$ cat src/rtl/cla_subtractor_16bit_pipe_if.sv
// cla_subtractor_16bit_pipe_if: operand/result valid-ready bus of the pipelined subtractor
interface cla_subtractor_16bit_pipe_if #(parameter int WIDTH = 16);
  logic in_valid, in_ready, bin, out_valid, out_ready, bout, ovf, zero;
  logic [WIDTH-1:0] a, b, diff;
  modport master(output in_valid, a, b, bin, out_ready, input in_ready, out_valid, diff, bout, ovf, zero);
  modport slave(input in_valid, a, b, bin, out_ready, output in_ready, out_valid, diff, bout, ovf, zero);
endinterface

$ cat src/rtl/cla_subtractor_16bit_pipe.sv
// cla_subtractor_16bit_pipe: two-stage CLA subtractor, diff = a - b - bin, low half then high half
module cla_subtractor_16bit_pipe #(
  parameter int WIDTH = 16,
  parameter int GROUP = 4
) (
  input logic clk,
  input logic rst,
  cla_subtractor_16bit_pipe_if.slave sub_if
);
  localparam int HALF = WIDTH / 2;
  function automatic logic look(input logic [HALF-1:0] g, input logic [HALF-1:0] p, input logic cin,
                                input int k, input int n);
    logic c, t;
    c = cin;
    for (int j = 0; j < n; j++) c = c & p[k+j];
    for (int j = 0; j < n; j++) begin
      t = g[k+j];
      for (int m = j + 1; m < n; m++) t = t & p[k+m];
      c = c | t;
    end
    return c;
  endfunction
  // Lookahead inside each group, group carries ripple; returns {carry_out, sum}
  function automatic logic [HALF:0] cla_half(input logic [HALF-1:0] x, input logic [HALF-1:0] y, input logic cin);
    logic [HALF-1:0] g, p, s;
    logic gc;
    g = x & y;
    p = x ^ y;
    gc = cin;
    s = '0;
    for (int k = 0; k < HALF; k += GROUP) begin
      for (int i = 0; i < GROUP; i++) s[k+i] = p[k+i] ^ look(g, p, gc, k, i);
      gc = look(g, p, gc, k, GROUP);
    end
    return {gc, s};
  endfunction
  logic s1_valid_q, s2_valid_q, s1_en, s2_en;
  logic [HALF-1:0] lo_q, a_hi_q, bn_hi_q;
  logic c_mid_q, a_msb_q, b_msb_q;
  logic [HALF:0] lo_d, hi_d;
  logic [WIDTH-1:0] diff_q, diff_d;
  logic bout_q, ovf_q, zero_q, ovf_d;
  always_comb begin
    s2_en = !s2_valid_q || sub_if.out_ready;
    s1_en = !s1_valid_q || s2_en;
    lo_d = cla_half(sub_if.a[HALF-1:0], ~sub_if.b[HALF-1:0], ~sub_if.bin);
    hi_d = cla_half(a_hi_q, bn_hi_q, c_mid_q);
    diff_d = {hi_d[HALF-1:0], lo_q};
    ovf_d = (a_msb_q != b_msb_q) && (diff_d[WIDTH-1] != a_msb_q);
  end
  always_ff @(posedge clk or posedge rst)
    if (rst) begin
      s1_valid_q <= 1'b0;
      s2_valid_q <= 1'b0;
      lo_q <= '0;
      c_mid_q <= 1'b0;
      a_hi_q <= '0;
      bn_hi_q <= '0;
      a_msb_q <= 1'b0;
      b_msb_q <= 1'b0;
      diff_q <= '0;
      bout_q <= 1'b0;
      ovf_q <= 1'b0;
      zero_q <= 1'b0;
    end else begin
      if (s1_en) s1_valid_q <= sub_if.in_valid;
      if (s1_en && sub_if.in_valid) begin
        lo_q <= lo_d[HALF-1:0];
        c_mid_q <= lo_d[HALF];
        a_hi_q <= sub_if.a[WIDTH-1:HALF];
        bn_hi_q <= ~sub_if.b[WIDTH-1:HALF];
        a_msb_q <= sub_if.a[WIDTH-1];
        b_msb_q <= sub_if.b[WIDTH-1];
      end
      if (s2_en) s2_valid_q <= s1_valid_q;
      if (s2_en && s1_valid_q) begin
        diff_q <= diff_d;
        bout_q <= ~hi_d[HALF];
        ovf_q <= ovf_d;
        zero_q <= ~|diff_d;
      end
    end
  assign sub_if.in_ready = s1_en;
  assign sub_if.out_valid = s2_valid_q;
  assign sub_if.diff = diff_q;
  assign sub_if.bout = bout_q;
  assign sub_if.ovf = ovf_q;
  assign sub_if.zero = zero_q;
endmodule

$ cat src/flat_wrapper.sv
// flat-port wrapper written by rule: the top's interface ports become plain ports
module cla_subtractor_16bit_pipe_flat 
#(
  parameter int WIDTH = 16,
  parameter int GROUP = 4
)
  (clk, rst, sub_if_in_valid, sub_if_a, sub_if_b, sub_if_bin, sub_if_out_ready, sub_if_in_ready, sub_if_out_valid, sub_if_diff, sub_if_bout, sub_if_ovf, sub_if_zero);
  cla_subtractor_16bit_pipe_if #(.WIDTH(WIDTH)) sub_if_i ();
  input logic clk;
  input logic rst;
  input wire logic [$bits(sub_if_i.in_valid)-1:0] sub_if_in_valid;
  input wire logic [$bits(sub_if_i.a)-1:0] sub_if_a;
  input wire logic [$bits(sub_if_i.b)-1:0] sub_if_b;
  input wire logic [$bits(sub_if_i.bin)-1:0] sub_if_bin;
  input wire logic [$bits(sub_if_i.out_ready)-1:0] sub_if_out_ready;
  output wire logic [$bits(sub_if_i.in_ready)-1:0] sub_if_in_ready;
  output wire logic [$bits(sub_if_i.out_valid)-1:0] sub_if_out_valid;
  output wire logic [$bits(sub_if_i.diff)-1:0] sub_if_diff;
  output wire logic [$bits(sub_if_i.bout)-1:0] sub_if_bout;
  output wire logic [$bits(sub_if_i.ovf)-1:0] sub_if_ovf;
  output wire logic [$bits(sub_if_i.zero)-1:0] sub_if_zero;
  assign sub_if_i.in_valid = sub_if_in_valid;
  assign sub_if_i.a = sub_if_a;
  assign sub_if_i.b = sub_if_b;
  assign sub_if_i.bin = sub_if_bin;
  assign sub_if_i.out_ready = sub_if_out_ready;
  assign sub_if_in_ready = sub_if_i.in_ready;
  assign sub_if_out_valid = sub_if_i.out_valid;
  assign sub_if_diff = sub_if_i.diff;
  assign sub_if_bout = sub_if_i.bout;
  assign sub_if_ovf = sub_if_i.ovf;
  assign sub_if_zero = sub_if_i.zero;
  cla_subtractor_16bit_pipe #(.WIDTH(WIDTH), .GROUP(GROUP)) u_core (.clk(clk), .rst(rst), .sub_if(sub_if_i));
endmodule
$ cat config.mk
export PLATFORM = sky130hd
export DESIGN_NAME = cla_subtractor_16bit_pipe_flat
export DESIGN_NICKNAME = d
export VERILOG_FILES = /design/src/rtl/cla_subtractor_16bit_pipe_if.sv /design/src/rtl/cla_subtractor_16bit_pipe.sv /design/src/flat_wrapper.sv
export SDC_FILE = /design/constraint.sdc
export NUM_CORES = 1
export LEC_CHECK = 0
export ABC_AREA = 1
export ABC_CLOCK_PERIOD_IN_PS = 2300
export CORE_ASPECT_RATIO = 2
export CORE_MARGIN = 1
export CORE_UTILIZATION = 45
export CTS_CLUSTER_DIAMETER = 120
export CTS_CLUSTER_SIZE = 16
export DETAILED_ROUTE_END_ITERATION = 12
export PLACE_DENSITY = 0.87
export SLEW_MARGIN = 20
export SYNTH_ARGS = -nofsm -noshare
export SYNTH_HDL_FRONTEND = slang
export SYNTH_SLANG_ARGS = --single-unit
$ cat constraint.sdc
create_clock -name clk -period 2.3 [get_ports clk]
set_clock_uncertainty 0.1 [all_clocks]
set_input_delay 0.345 -clock clk [delete_from_list [all_inputs] [get_ports clk]]
set_output_delay 0.345 -clock clk [all_outputs]
set_load 0.1 [all_outputs]
==> flow_summary_export.csv <==
group,metric,value,unit
power_and_ir_drop,p_switching,2.029,mW
logic_synthesis,ys_types,23,
placed_design,io_buffers,57,
global_routing,grt-ovfl-total,0,
logic_synthesis,synth_top_area_cell,"dfrtp_1",
die,die_width,54.15,µm
sta,setup_violations,9,
clock_tree,cts.path.max_buffers,2,
power_and_ir_drop,clkPwrFrac,13.5,%
clock_tree,cts_tree,"yes",
sta,setup_slack,-271.0,ps
power_and_ir_drop,combPwrFrac,56.9,%
detailed_routing,drc,0,
finish,drive_above_1_share,30.63,%
worst_setup_path,setup.worst_path.end_class,"register",
die,start_util,47.20,%
clock_tree,ctsHoldBuffers,0,
power_and_ir_drop,swShare,50.78,%
finish,nFillCells,368,
clock_tree,clkTransAtPathRegs,80,ps
detailed_routing,drt_iter0_drc,102,
logic_synthesis,avgSynthCellArea,8.527,µm²
sta,grt_setup_unrepaired,"yes",
power_and_ir_drop,powerDensity,1101,nW/µm²
sta,tightest_slew,392.3,ps
detailed_routing,wirelength,6.580,mm
clock_tree,clk_latency,310,ps
detailed_routing,drtAntennaViolNets,0,
finish,nNetsFinal,442,
sta,slew_violations,0,
logic_synthesis,postSynthCellCount,287,
worst_setup_path,cp.arrival,2720,ps
detailed_routing,wl_per_cell,14.95,µm
clock_tree,cts.sinks,47,
global_routing,grt_pass1_vias,2269,
placed_design,gp_congestion,0.8404,
worst_setup_path,cp-start-kind,"register",
worst_setup_path,worstPathMaxFanout,2,
logic_synthesis,yosys_register_bits,47,
die,design.core.area,5185,µm²
die,fp-row-count,37,
logic_synthesis,ys_warn_count,0,
clock_tree,cts_buffers,5,
global_routing,grt_max_degree,32,
sta,min_period,2571,ps
sta,max-slew-margin-rel,73.81,%
power_and_ir_drop,p_leak,1.875,nW
global_routing,grt_pass1_wl,9.639,mm
sta,setup_tns,-870.8,ps
detailed_routing,dr.pass1.iters,4,
die,die_h,106.3,µm
worst_hold_path,hp-class,"primary input to asynchronous set/reset pin",
detailed_routing,vias,2290,
run,drv_cap,0,
clock_tree,h-tree-depth,2,
logic_synthesis,synth_area,2447,µm²
sta,fmax,389.0,MHz
placed_design,dpl.hpwl,3.977,mm
die,die-area,5755,µm²
logic_synthesis,yosysTopAreaCellShare,48.06,%
sta,period_share,111.8,%
logic_synthesis,yosys-top-cells-area,"dfrtp_1, nand2_1, ha_1",
outcome,status,"finished, violations left",
power_and_ir_drop,seqPwrFrac,29.6,%
sta,hold_slack,168.0,ps
sta,hold_viol,0,
worst_setup_path,worstPathRequired,2450,ps
global_routing,grt_use_total,22.87,%
detailed_routing,drt-vias-per-instance,5.205,
global_routing,antenna_found_initial,0,
clock_tree,cts_root_buf,"clkbuf_8",
die,boundaryPins,58,
finish,antenna_cells,0,
finish,syn_to_final_growth,48.31,%
worst_setup_path,critical_path_class,"register to register",
power_and_ir_drop,peakVddDrop,1.078,mV
power_and_ir_drop,internal_power,1.967,mW
outcome,violations,"setup timing",
placed_design,pre_cts_ws,-736.9,ps
logic_synthesis,yosysSeqAreaShare,48.06,%
logic_synthesis,synth_nets,348,
-- layer usage --
layer  global-route usage [%]  routed length, µm  up-vias
met3                    3.290                294       28
met1                    25.02               2446     1075
met5                        0                  0        -
li1                         -                  -     1088
met2                    38.59               3512       99
met4                    14.47                327        0
-- state kept, by name (all words and copies together), names as in the netlist --
| signal | flops |
|---|---|
| u_core.c_mid_q | 1 |
| u_core.bn_hi_q | 8 |
| u_core.sub_if.out_valid | 1 |
| u_core.sub_if.diff | 16 |
| u_core.s1_valid_q | 1 |
| u_core.sub_if.bout | 1 |
| u_core.lo_q | 8 |
| u_core.a_msb_q | 1 |
| u_core.b_msb_q | 1 |
| u_core.sub_if.zero | 1 |
| u_core.a_hi_q | 7 |
| u_core.sub_if.ovf | 1 |
-- power groups by stage --
stage / Clock (mW) / Sequential, mW / Combinational (mW)
floorplan: 0 / 2.16 / 0.510
global placement: 0 / 1.18 / 1.96
detailed placement: 0 / 1.19 / 1.99
CTS: 0.549 / 1.18 / 2.10
global route: 0.588 / 1.21 / 2.40
finish: 0.539 / 1.18 / 2.28
-- worst max-delay path: stages (launching register included) --
cell     delay, ps
dfrtp_1        390
ha_1           290
ha_2           170
nand2_2         60
nand3_2         70
nand2_2         70
buf_4          130
buf_4          120
buf_4          120
buf_4          120
buf_4          120
buf_4          120
buf_4          120
buf_4          130
nand2_2         70
nand2_1         70
nor2_1          90
nand3_1         90
nand2_1         60
-- stage by stage --
stage               std cells  utilization, %  total power, mW  instance area (µm²)
floorplan                 287               -            2.670                 2457
global placement          409           60.42            3.141                 3133
detailed placement        409           60.42            3.184                 3133
CTS                       434           65.95            3.823                 3420
global route              440           70.00            4.192                 3630
finish                    440           70.00            3.997                 3630
-- kinds of logic after synthesis --
group | after synthesis | synth area share (%)
AO/OA/AOI/OAI | 32 | 7.157
adder cells (fa/ha/maj) | 24 | 13.50
flip-flops | 47 | 48.06
AND/OR/NAND/NOR | 138 | 23.01
XOR/XNOR | 4 | 1.432
buffers and inverters | 42 | 6.851
-- what timing repair did --
item	4_1_cts	5_1_grt
pin swaps	25	23
setup buffers	17	6
setup endpoints to repair	8	13
resized for setup	26	44
-- area by class of cell --
cell class                      instances  area (µm²)  area share, %
Tap cell                               58       72.57          1.999
Inverter                               34       127.6          3.516
Timing Repair Buffer                   95       809.5          22.30
Multi-Input combinational cell        198        1344          37.02
Clock buffer                            8       100.1          2.758
Sequential cell                        47        1176          32.40
-- Yosys cell counts --
library cell and count:
a21oi_1 1, a22o_1 1, buf_2 8, dfrtp_1 47, fa_1 4, ha_1 20
inv_1 33, inv_2 1, nand2_1 103, nand2_2 3, nand3_1 8, nand3_2 2
nand3b_1 1, nand4_1 4, nor2_1 16, nor3_1 1, o21a_1 1, o21ai_0 21
o21ai_1 3, o21ai_2 1, o22ai_1 4, xnor2_1 2, xor2_1 2
-- path summary, 6_finish.rpt --
check                                              start                             end  slack [ps]  cells after the start
min in group clk           u_core.sub_if.ovf$_DFFE_PP0P_   u_core.sub_if.ovf$_DFFE_PP0P_         380                      2
hold reg to reg            u_core.sub_if.ovf$_DFFE_PP0P_   u_core.sub_if.ovf$_DFFE_PP0P_         380                      2
max in group asynchronous                            rst   u_core.bn_hi_q[6]$_DFFE_PP0P_        1410                      3
setup reg to reg            u_core.a_hi_q[0]$_DFFE_PP0P_  u_core.sub_if.zero$_DFFE_PP0P_        -270                     18
hold / removal                                       rst      u_core.lo_q[3]$_DFFE_PP0P_         170                      2
setup / recovery            u_core.a_hi_q[0]$_DFFE_PP0P_  u_core.sub_if.zero$_DFFE_PP0P_        -270                     18
-- cell usage in the layout, fill, tap and decap left out, types with 2 or more instances in the layout --
cell type        count
buf_2                2
buf_4               58
clkbuf_8             7
clkdlybuf4s15_1      2
clkdlybuf4s50_1     29
dfrtp_1             47
dlymetal6s2s_1       2
fa_1                 3
ha_1                12
ha_4                 7
inv_1               27
inv_2                7
nand2_1             86
nand2_2             15
nand2_4              5
nand3_1              3
nand3_2              5
nand3_4              2
nand4_1              4
nor2_1              14
nor2_4               2
o21ai_0             18
o21ai_1              5
o22ai_1              3
xor2_1               2
(Power assumes the default switching activity.)
